--- src/rtl/ps2_host_tx.sv ---
`default_nettype none
// ============================================================================
//  Module   : ps2_host_tx
//  Purpose  : PS/2 host-to-device transmitter. Sends one command byte to the
//             device as an open-drain frame. The frame is start(0), D0..D7
//             LSB first, odd parity, stop(released), then the device ACK.
//  Revision : 1.0 - initial release
//
//  Ports
//    clk          in   system clock
//    rstn         in   asynchronous active-low reset
//    tx_data[7:0] in   command byte, sampled on accept
//    tx_valid     in   send request (accepted when tx_valid && tx_ready)
//    tx_ready     out  high only when idle and no completion pulse is pending
//    tx_done      out  1-cycle pulse: frame sent (and ACKed if checked)
//    tx_err       out  1-cycle pulse: timeout or missing ACK
//    busy         out  high from accept until return to idle
//    PS2Clk       in   raw PS/2 clock pin (2-FF sync + glitch filter)
//    PS2Data      in   raw PS/2 data pin (2-FF sync)
//    ps2_clk_oe   out  1 = pull PS2Clk low
//    ps2_data_oe  out  1 = pull PS2Data low
//
//  Build option
//    PS2_TX_ACK_CHECK_EN : when defined, a high PS2Data at edge 11 (no ACK)
//                          turns the completion into tx_err.
// ============================================================================
module ps2_host_tx #(
  parameter int INHIBIT_CYCLES = 12000,
  parameter int TIMEOUT_CYCLES = 2000000,
  parameter int FILTER_LEN     = 8
) (
  input  logic       clk,
  input  logic       rstn,
  input  logic [7:0] tx_data,
  input  logic       tx_valid,
  output logic       tx_ready,
  output logic       tx_done,
  output logic       tx_err,
  output logic       busy,
  input  logic       PS2Clk,
  input  logic       PS2Data,
  output logic       ps2_clk_oe,
  output logic       ps2_data_oe
);

  localparam int IW = (INHIBIT_CYCLES > 1) ? $clog2(INHIBIT_CYCLES) : 1;
  localparam int TW = (TIMEOUT_CYCLES > 1) ? $clog2(TIMEOUT_CYCLES) : 1;
  localparam int FW = $clog2(FILTER_LEN + 1);

  localparam logic [IW-1:0] INH_LAST = IW'(INHIBIT_CYCLES - 1);
  localparam logic [TW-1:0] TO_LAST  = TW'(TIMEOUT_CYCLES - 1);
  localparam logic [FW-1:0] FLT_LAST = FW'(FILTER_LEN - 1);

  typedef enum logic [2:0] {
    S_IDLE     = 3'd0,
    S_INHIBIT  = 3'd1,
    S_RELEASE  = 3'd2,
    S_SHIFT    = 3'd3,
    S_ACK      = 3'd4,
    S_WAITIDLE = 3'd5
  } state_t;

  // --------------------------------------------------------------------------
  // Pin synchronisers and PS2Clk glitch filter. Lines idle high.
  // --------------------------------------------------------------------------
  logic          clk_s1_q, clk_s2_q, dat_s1_q, dat_s2_q;
  logic          clk_f_q, clk_f_prev_q;
  logic [FW-1:0] flt_cnt_q;

  always_ff @(posedge clk or negedge rstn) begin
    if (!rstn) begin
      clk_s1_q     <= 1'b1;
      clk_s2_q     <= 1'b1;
      dat_s1_q     <= 1'b1;
      dat_s2_q     <= 1'b1;
      clk_f_q      <= 1'b1;
      clk_f_prev_q <= 1'b1;
      flt_cnt_q    <= '0;
    end else begin
      clk_s1_q     <= PS2Clk;
      clk_s2_q     <= clk_s1_q;
      dat_s1_q     <= PS2Data;
      dat_s2_q     <= dat_s1_q;
      clk_f_prev_q <= clk_f_q;
      // A new level is accepted only after FILTER_LEN consecutive samples
      // disagree with the current filtered level; any agreeing sample restarts.
      if (clk_s2_q != clk_f_q) begin
        if (flt_cnt_q == FLT_LAST) begin
          clk_f_q   <= clk_s2_q;
          flt_cnt_q <= '0;
        end else begin
          flt_cnt_q <= flt_cnt_q + 1'b1;
        end
      end else begin
        flt_cnt_q <= '0;
      end
    end
  end

  logic fall;
  assign fall = clk_f_prev_q & ~clk_f_q;

  // --------------------------------------------------------------------------
  // Transmit FSM
  // --------------------------------------------------------------------------
  state_t        state_q, state_d;
  logic [IW-1:0] inh_cnt_q, inh_cnt_d;
  logic [TW-1:0] to_cnt_q, to_cnt_d;
  logic [3:0]    bit_cnt_q, bit_cnt_d;
  logic [8:0]    shreg_q, shreg_d;
  logic          data_oe_q, data_oe_d;
  logic          done_q, done_d;
  logic          err_q, err_d;
`ifdef PS2_TX_ACK_CHECK_EN
  logic          ack_q, ack_d;
`endif

  logic to_active;
  logic [3:0] bit_cnt_inc;

  assign to_active   = (state_q == S_RELEASE) || (state_q == S_SHIFT) ||
                       (state_q == S_ACK)     || (state_q == S_WAITIDLE);
  assign bit_cnt_inc = (bit_cnt_q == 4'd11) ? 4'd11 : bit_cnt_q + 4'd1;

  always_ff @(posedge clk or negedge rstn) begin
    if (!rstn) begin
      state_q   <= S_IDLE;
      inh_cnt_q <= '0;
      to_cnt_q  <= '0;
      bit_cnt_q <= '0;
      shreg_q   <= '0;
      data_oe_q <= 1'b0;
      done_q    <= 1'b0;
      err_q     <= 1'b0;
`ifdef PS2_TX_ACK_CHECK_EN
      ack_q     <= 1'b1;
`endif
    end else begin
      state_q   <= state_d;
      inh_cnt_q <= inh_cnt_d;
      to_cnt_q  <= to_cnt_d;
      bit_cnt_q <= bit_cnt_d;
      shreg_q   <= shreg_d;
      data_oe_q <= data_oe_d;
      done_q    <= done_d;
      err_q     <= err_d;
`ifdef PS2_TX_ACK_CHECK_EN
      ack_q     <= ack_d;
`endif
    end
  end

  always_comb begin
    state_d   = state_q;
    inh_cnt_d = inh_cnt_q;
    bit_cnt_d = bit_cnt_q;
    shreg_d   = shreg_q;
    data_oe_d = data_oe_q;
    done_d    = 1'b0;
    err_d     = 1'b0;
`ifdef PS2_TX_ACK_CHECK_EN
    ack_d     = ack_q;
`endif
    // Device-clock watchdog: held at zero outside the wire phases so every
    // frame starts from a clean count; any falling edge restarts it.
    to_cnt_d  = (!to_active || fall) ? '0 : to_cnt_q + 1'b1;

    case (state_q)
      S_IDLE: begin
        if (tx_valid && tx_ready) begin
          shreg_d   = {~^tx_data, tx_data};
          inh_cnt_d = '0;
          state_d   = S_INHIBIT;
        end
      end
      S_INHIBIT: begin
        // Filtered edges here are our own clock pull-down and are ignored.
        if (inh_cnt_q == INH_LAST) begin
          data_oe_d = 1'b1;
          state_d   = S_RELEASE;
        end else begin
          inh_cnt_d = inh_cnt_q + 1'b1;
        end
      end
      S_RELEASE: begin
        bit_cnt_d = '0;
        state_d   = S_SHIFT;
      end
      S_SHIFT: begin
        if (fall) begin
          bit_cnt_d = bit_cnt_inc;
          if (bit_cnt_q == 4'd9) begin
            data_oe_d = 1'b0;                // stop bit: release the line
            state_d   = S_ACK;
          end else begin
            data_oe_d = ~shreg_q[0];         // open drain: pull low for a 0
            shreg_d   = {1'b0, shreg_q[8:1]};
          end
        end
      end
      S_ACK: begin
        if (fall) begin
          bit_cnt_d = bit_cnt_inc;
`ifdef PS2_TX_ACK_CHECK_EN
          ack_d     = dat_s2_q;
`endif
          state_d   = S_WAITIDLE;
        end
      end
      S_WAITIDLE: begin
        if (clk_s2_q && dat_s2_q) begin
`ifdef PS2_TX_ACK_CHECK_EN
          err_d  = ack_q;
          done_d = ~ack_q;
`else
          done_d = 1'b1;
`endif
          state_d = S_IDLE;
        end
      end
      default: begin
        data_oe_d = 1'b0;
        state_d   = S_IDLE;
      end
    endcase

    // Timeout overrides everything else, so done and err stay exclusive.
    if (to_active && (to_cnt_q == TO_LAST)) begin
      data_oe_d = 1'b0;
      done_d    = 1'b0;
      err_d     = 1'b1;
      state_d   = S_IDLE;
    end
  end

  // The completion pulse is issued while already in IDLE; ready waits until
  // the pulse has gone so that a new request cannot overlap it.
  assign tx_ready    = (state_q == S_IDLE) && !done_q && !err_q;
  assign busy        = ~tx_ready;
  assign tx_done     = done_q;
  assign tx_err      = err_q;
  assign ps2_clk_oe  = (state_q == S_INHIBIT);
  // Start bit goes out during the final inhibit cycle, before the clock release.
  assign ps2_data_oe = data_oe_q | ((state_q == S_INHIBIT) && (inh_cnt_q == INH_LAST));

endmodule
`default_nettype wire

--- config.mk ---
export PLATFORM = sky130hd
export DESIGN_NAME = ps2_host_tx
export DESIGN_NICKNAME = d
export VERILOG_FILES = /design/src/rtl/ps2_host_tx.sv
export SDC_FILE = /design/constraint.sdc
export NUM_CORES = 1
export LEC_CHECK = 0
export ABC_AREA = 0
export BUFFER_PORTS_ARGS = -buffer_cell sky130_fd_sc_hd__buf_2
export CORE_AREA = 2 2 76 78
export DETAILED_ROUTE_END_ITERATION = 8
export DIE_AREA = 0 0 78 80
export GPL_ROUTABILITY_DRIVEN = 0
export HOLD_SLACK_MARGIN = 0.02
export PLACE_DENSITY = 0.78
export RECOVER_POWER = 25
export SYNTH_ARGS = -nofsm -noshare
export SYNTH_HDL_FRONTEND = slang
export SYNTH_SLANG_ARGS = --single-unit
--- constraint.sdc ---
create_clock -name clk -period 2.9 [get_ports clk]
set_clock_uncertainty 0.15 [all_clocks]
set_input_delay 0.29 -clock clk [delete_from_list [all_inputs] [get_ports clk]]
set_output_delay 0.29 -clock clk [all_outputs]
set_load 0.01 [all_outputs]
==> reports/results.ini <==
[hold_path]
min_path_type=in2reg
hp-start=tx_data[3]

[clock_tree]
post_cts_resized=0
root_buffer=clkbuf_8
clk_latency_ps=340
numCtsBuffers=9
htree_levels=3
cts_tree=built
clk_pin_slew_ps=70
ctsHoldBuffers=3
cts.sinks=64
post-cts-setup-buffers=0
clk_path_buf_depth=2

[synthesis]
synth_top_cell_by_area=dfrtp_1
synth_fa_ha_area_share_pct=1.96
ys_warn_count=0
ys.flop_type=dfrtp_1
syn_nets=342
synthDistinctLibCells=49
ys_async_sr_fraction_pct=100
synth_top_family_by_area=simple AND/OR/NAND/NOR gates
netlist_area_mm2=0.00320
yosys.area_share.simple_pct=22.6
yosys.area.top_type_share_pct=45.4
ys_seq_area_share_pct=50.4
synthXorXnorAreaFrac_pct=9.04
synth.area.top_cells=dfrtp_1 (45%), xnor2_1 (5.8%), nor2_1 (5.3%), dfstp_2 (4.9%), a21oi_1 (3.8%)
synth_area_per_cell_um2=9.86
synth.top_cells.by_count=dfrtp_1 (58), nor2_1 (45), a21oi_1 (24)
post-synth-top-count-cell=dfrtp_1
muxShareOfSynthArea_pct=3.52
synth_compound_area_share_pct=9.98
synth_edf_count=0
ys_seq_elements=64
synthCells=324

[route]
num_vias=2414
wire_per_inst_um=14.2
drt-total-wl_mm=6.02
drc=0
drt-vias-per-instance=5.68
dr.pass1.iters=6
antenna_left=0
drt_iter0_drc=188

[placed_design]
dpl.hpwl_mm=3.94
place_area_mm2=0.00336
port_buffers=18

[global_route]
grt_pass1_wl_mm=10.8
grt.total_usage_pct=22.2
grt_max_degree=65
grt_overflow=0
grt_pass1_vias=2360
antenna_found_initial=0

[layout]
multi_input_area_mm2=0.00151
fin_util_pct=66.9
final_cell_area_mm2=0.00361
seq_area_mm2=0.00161
diodes=0
nets=366
area_growth_pct=13.1
fillers=456
layout-drive-gt1-share_pct=15.6

[critical_path]
crit_path_max_incr_delay_ps=550
crit_type=reg2out
crit_start=inh_cnt_q[5]$_DFFE_PN0P_
crit_arrival_ps=1930
critical-path-top-delay-family=simple AND/OR/NAND/NOR gates
start_kind=flop
worstSetupEndpointType=output pin
path_cells=or4b_4 > nor4_4 > a21o_2 > buf_2
r2r-start=inh_cnt_q[5]$_DFFE_PN0P_
path_buf_inv=1
crit_path_top_delay_cell=or4b_4
crit_fanout=7
worst_ep_required_time_ps=2460

[floorplanning]
die_area_mm2=0.00624
initial_core_util_pct=59.1
core_area_mm2=0.00541
fp.dieH_um=80
ios=19
die_x_um=78
rows=27

[sta]
min_period_ps=2370
grt_setup_unrepaired=false
hold_viol_final=0
post-route-period-util_pct=81.8
tightest_slew_ps=1530
setup_tns_ps=0
maxSlewViolCount=65
finalSetupViolations=0
slew_headroom_pct=-2.20
max_freq_mhz=422

[pwr]
ir_drop_mv=0.495
leakagePower_nw=1.54
power_density_mw_per_mm2=840

[status]
status=finished with violations
violations=max-capacitance violations, max-slew violations

[flow_run]
maxCapViolations=1

## power breakdown
part           total (mW)  switching (mW)  internal [mW]  leakage (nW)
logic               0.893           0.516          0.376         0.602
clock network       0.877           0.322          0.556         0.117
registers            1.26           0.165           1.10         0.817
## cells in the final DEF (no fill, tap or decap), drive strengths merged, types with 5 or more instances in the layout
cell type / instances
dfrtp: 58
nor2: 45
a21oi: 25
nand2: 22
xnor2: 21
buf: 18
clkbuf: 17
xor2: 12
nor3: 11
o21ai: 11
inv: 10
nand3: 10
nand4: 9
mux2i: 9
or3: 8
nand2b: 6
dfstp: 6
ha: 5
nor4: 5
## cell type report
type / instances / share of cell area [%]
Sequential cell: 64 / 44.5
Multi-Input combinational cell: 239 / 41.7
Clock buffer: 14 / 4.78
Timing Repair Buffer: 24 / 3.81
Tap cell: 72 / 2.49
Clock inverter: 2 / 1.66
Inverter: 10 / 1.04
## metal layers
metal / part of all wire (%) / GRT usage, % / wire length [um]
met5: 0 / 0 / 0
met4: 2.2 / 11.4 / 134
met3: 4.2 / 5.77 / 251
met2: 46 / 32.8 / 2760
met1: 48 / 30.2 / 2880
## worst paths after layout
check | endpoint | slack (ps) | cells after the start
worst max-delay path | ps2_data_oe | 530 | 4
worst min-delay path | shreg_q[3]$_DFFE_PN0P_ | 140 | 3
worst max register to register | state_q[0]$_DFFE_PN0P_ | 600 | 5
worst min register to register | dat_s2_q$_DFF_PN1_ | 210 | 0
max in group asynchronous | inh_cnt_q[1]$_DFFE_PN0P_ | 890 | 3
min in group asynchronous | to_cnt_q[14]$_DFF_PN0_ | 790 | 3
## flip-flops by register name, indices dropped and copies added, names as in the netlist
signal and flops:
clk_s2_q 1, state_q 3, tx_done 1, shreg_q 9, flt_cnt_q 4, data_oe_q 1, tx_err 1, to_cnt_q 21
inh_cnt_q 14, dat_s2_q 1, dat_s1_q 1, bit_cnt_q 4, clk_f_prev_q 1, clk_f_q 1, clk_s1_q 1
## cells by family after synthesis
group,after synthesis
AO/OA/AOI/OAI,53
adder cells (fa/ha/maj),5
multiplexers,11
flip-flops,64
XOR/XNOR,33
AND/OR/NAND/NOR,137
buffers and inverters,21
## through the flow
| step | total power [mW] | setup WS, ps | cells | hold slack, ps |
|---|---|---|---|---|
| 6_report | 3.03 | 529 | 425 | 140 |
| 4_1_cts | 3.06 | 505 | 425 | 135 |
| 3_3_place_gp | 2.12 | 664 | 406 | 195 |
| 3_5_place_dp | 2.16 | 637 | 406 | 198 |
| 5_1_grt | 3.25 | 417 | 425 | 156 |
| 2_1_floorplan | 1.94 | 750 | 324 | -156 |
## worst reg2reg max path, cell delays in order (launching register included)
cell and delay (ps):
dfrtp_1 450, or4b_4 550, nor4_4 290, o21ai_2 140, or4b_4 530, a21oi_2 120
No activity file was read; power rests on OpenSTA's default activity.
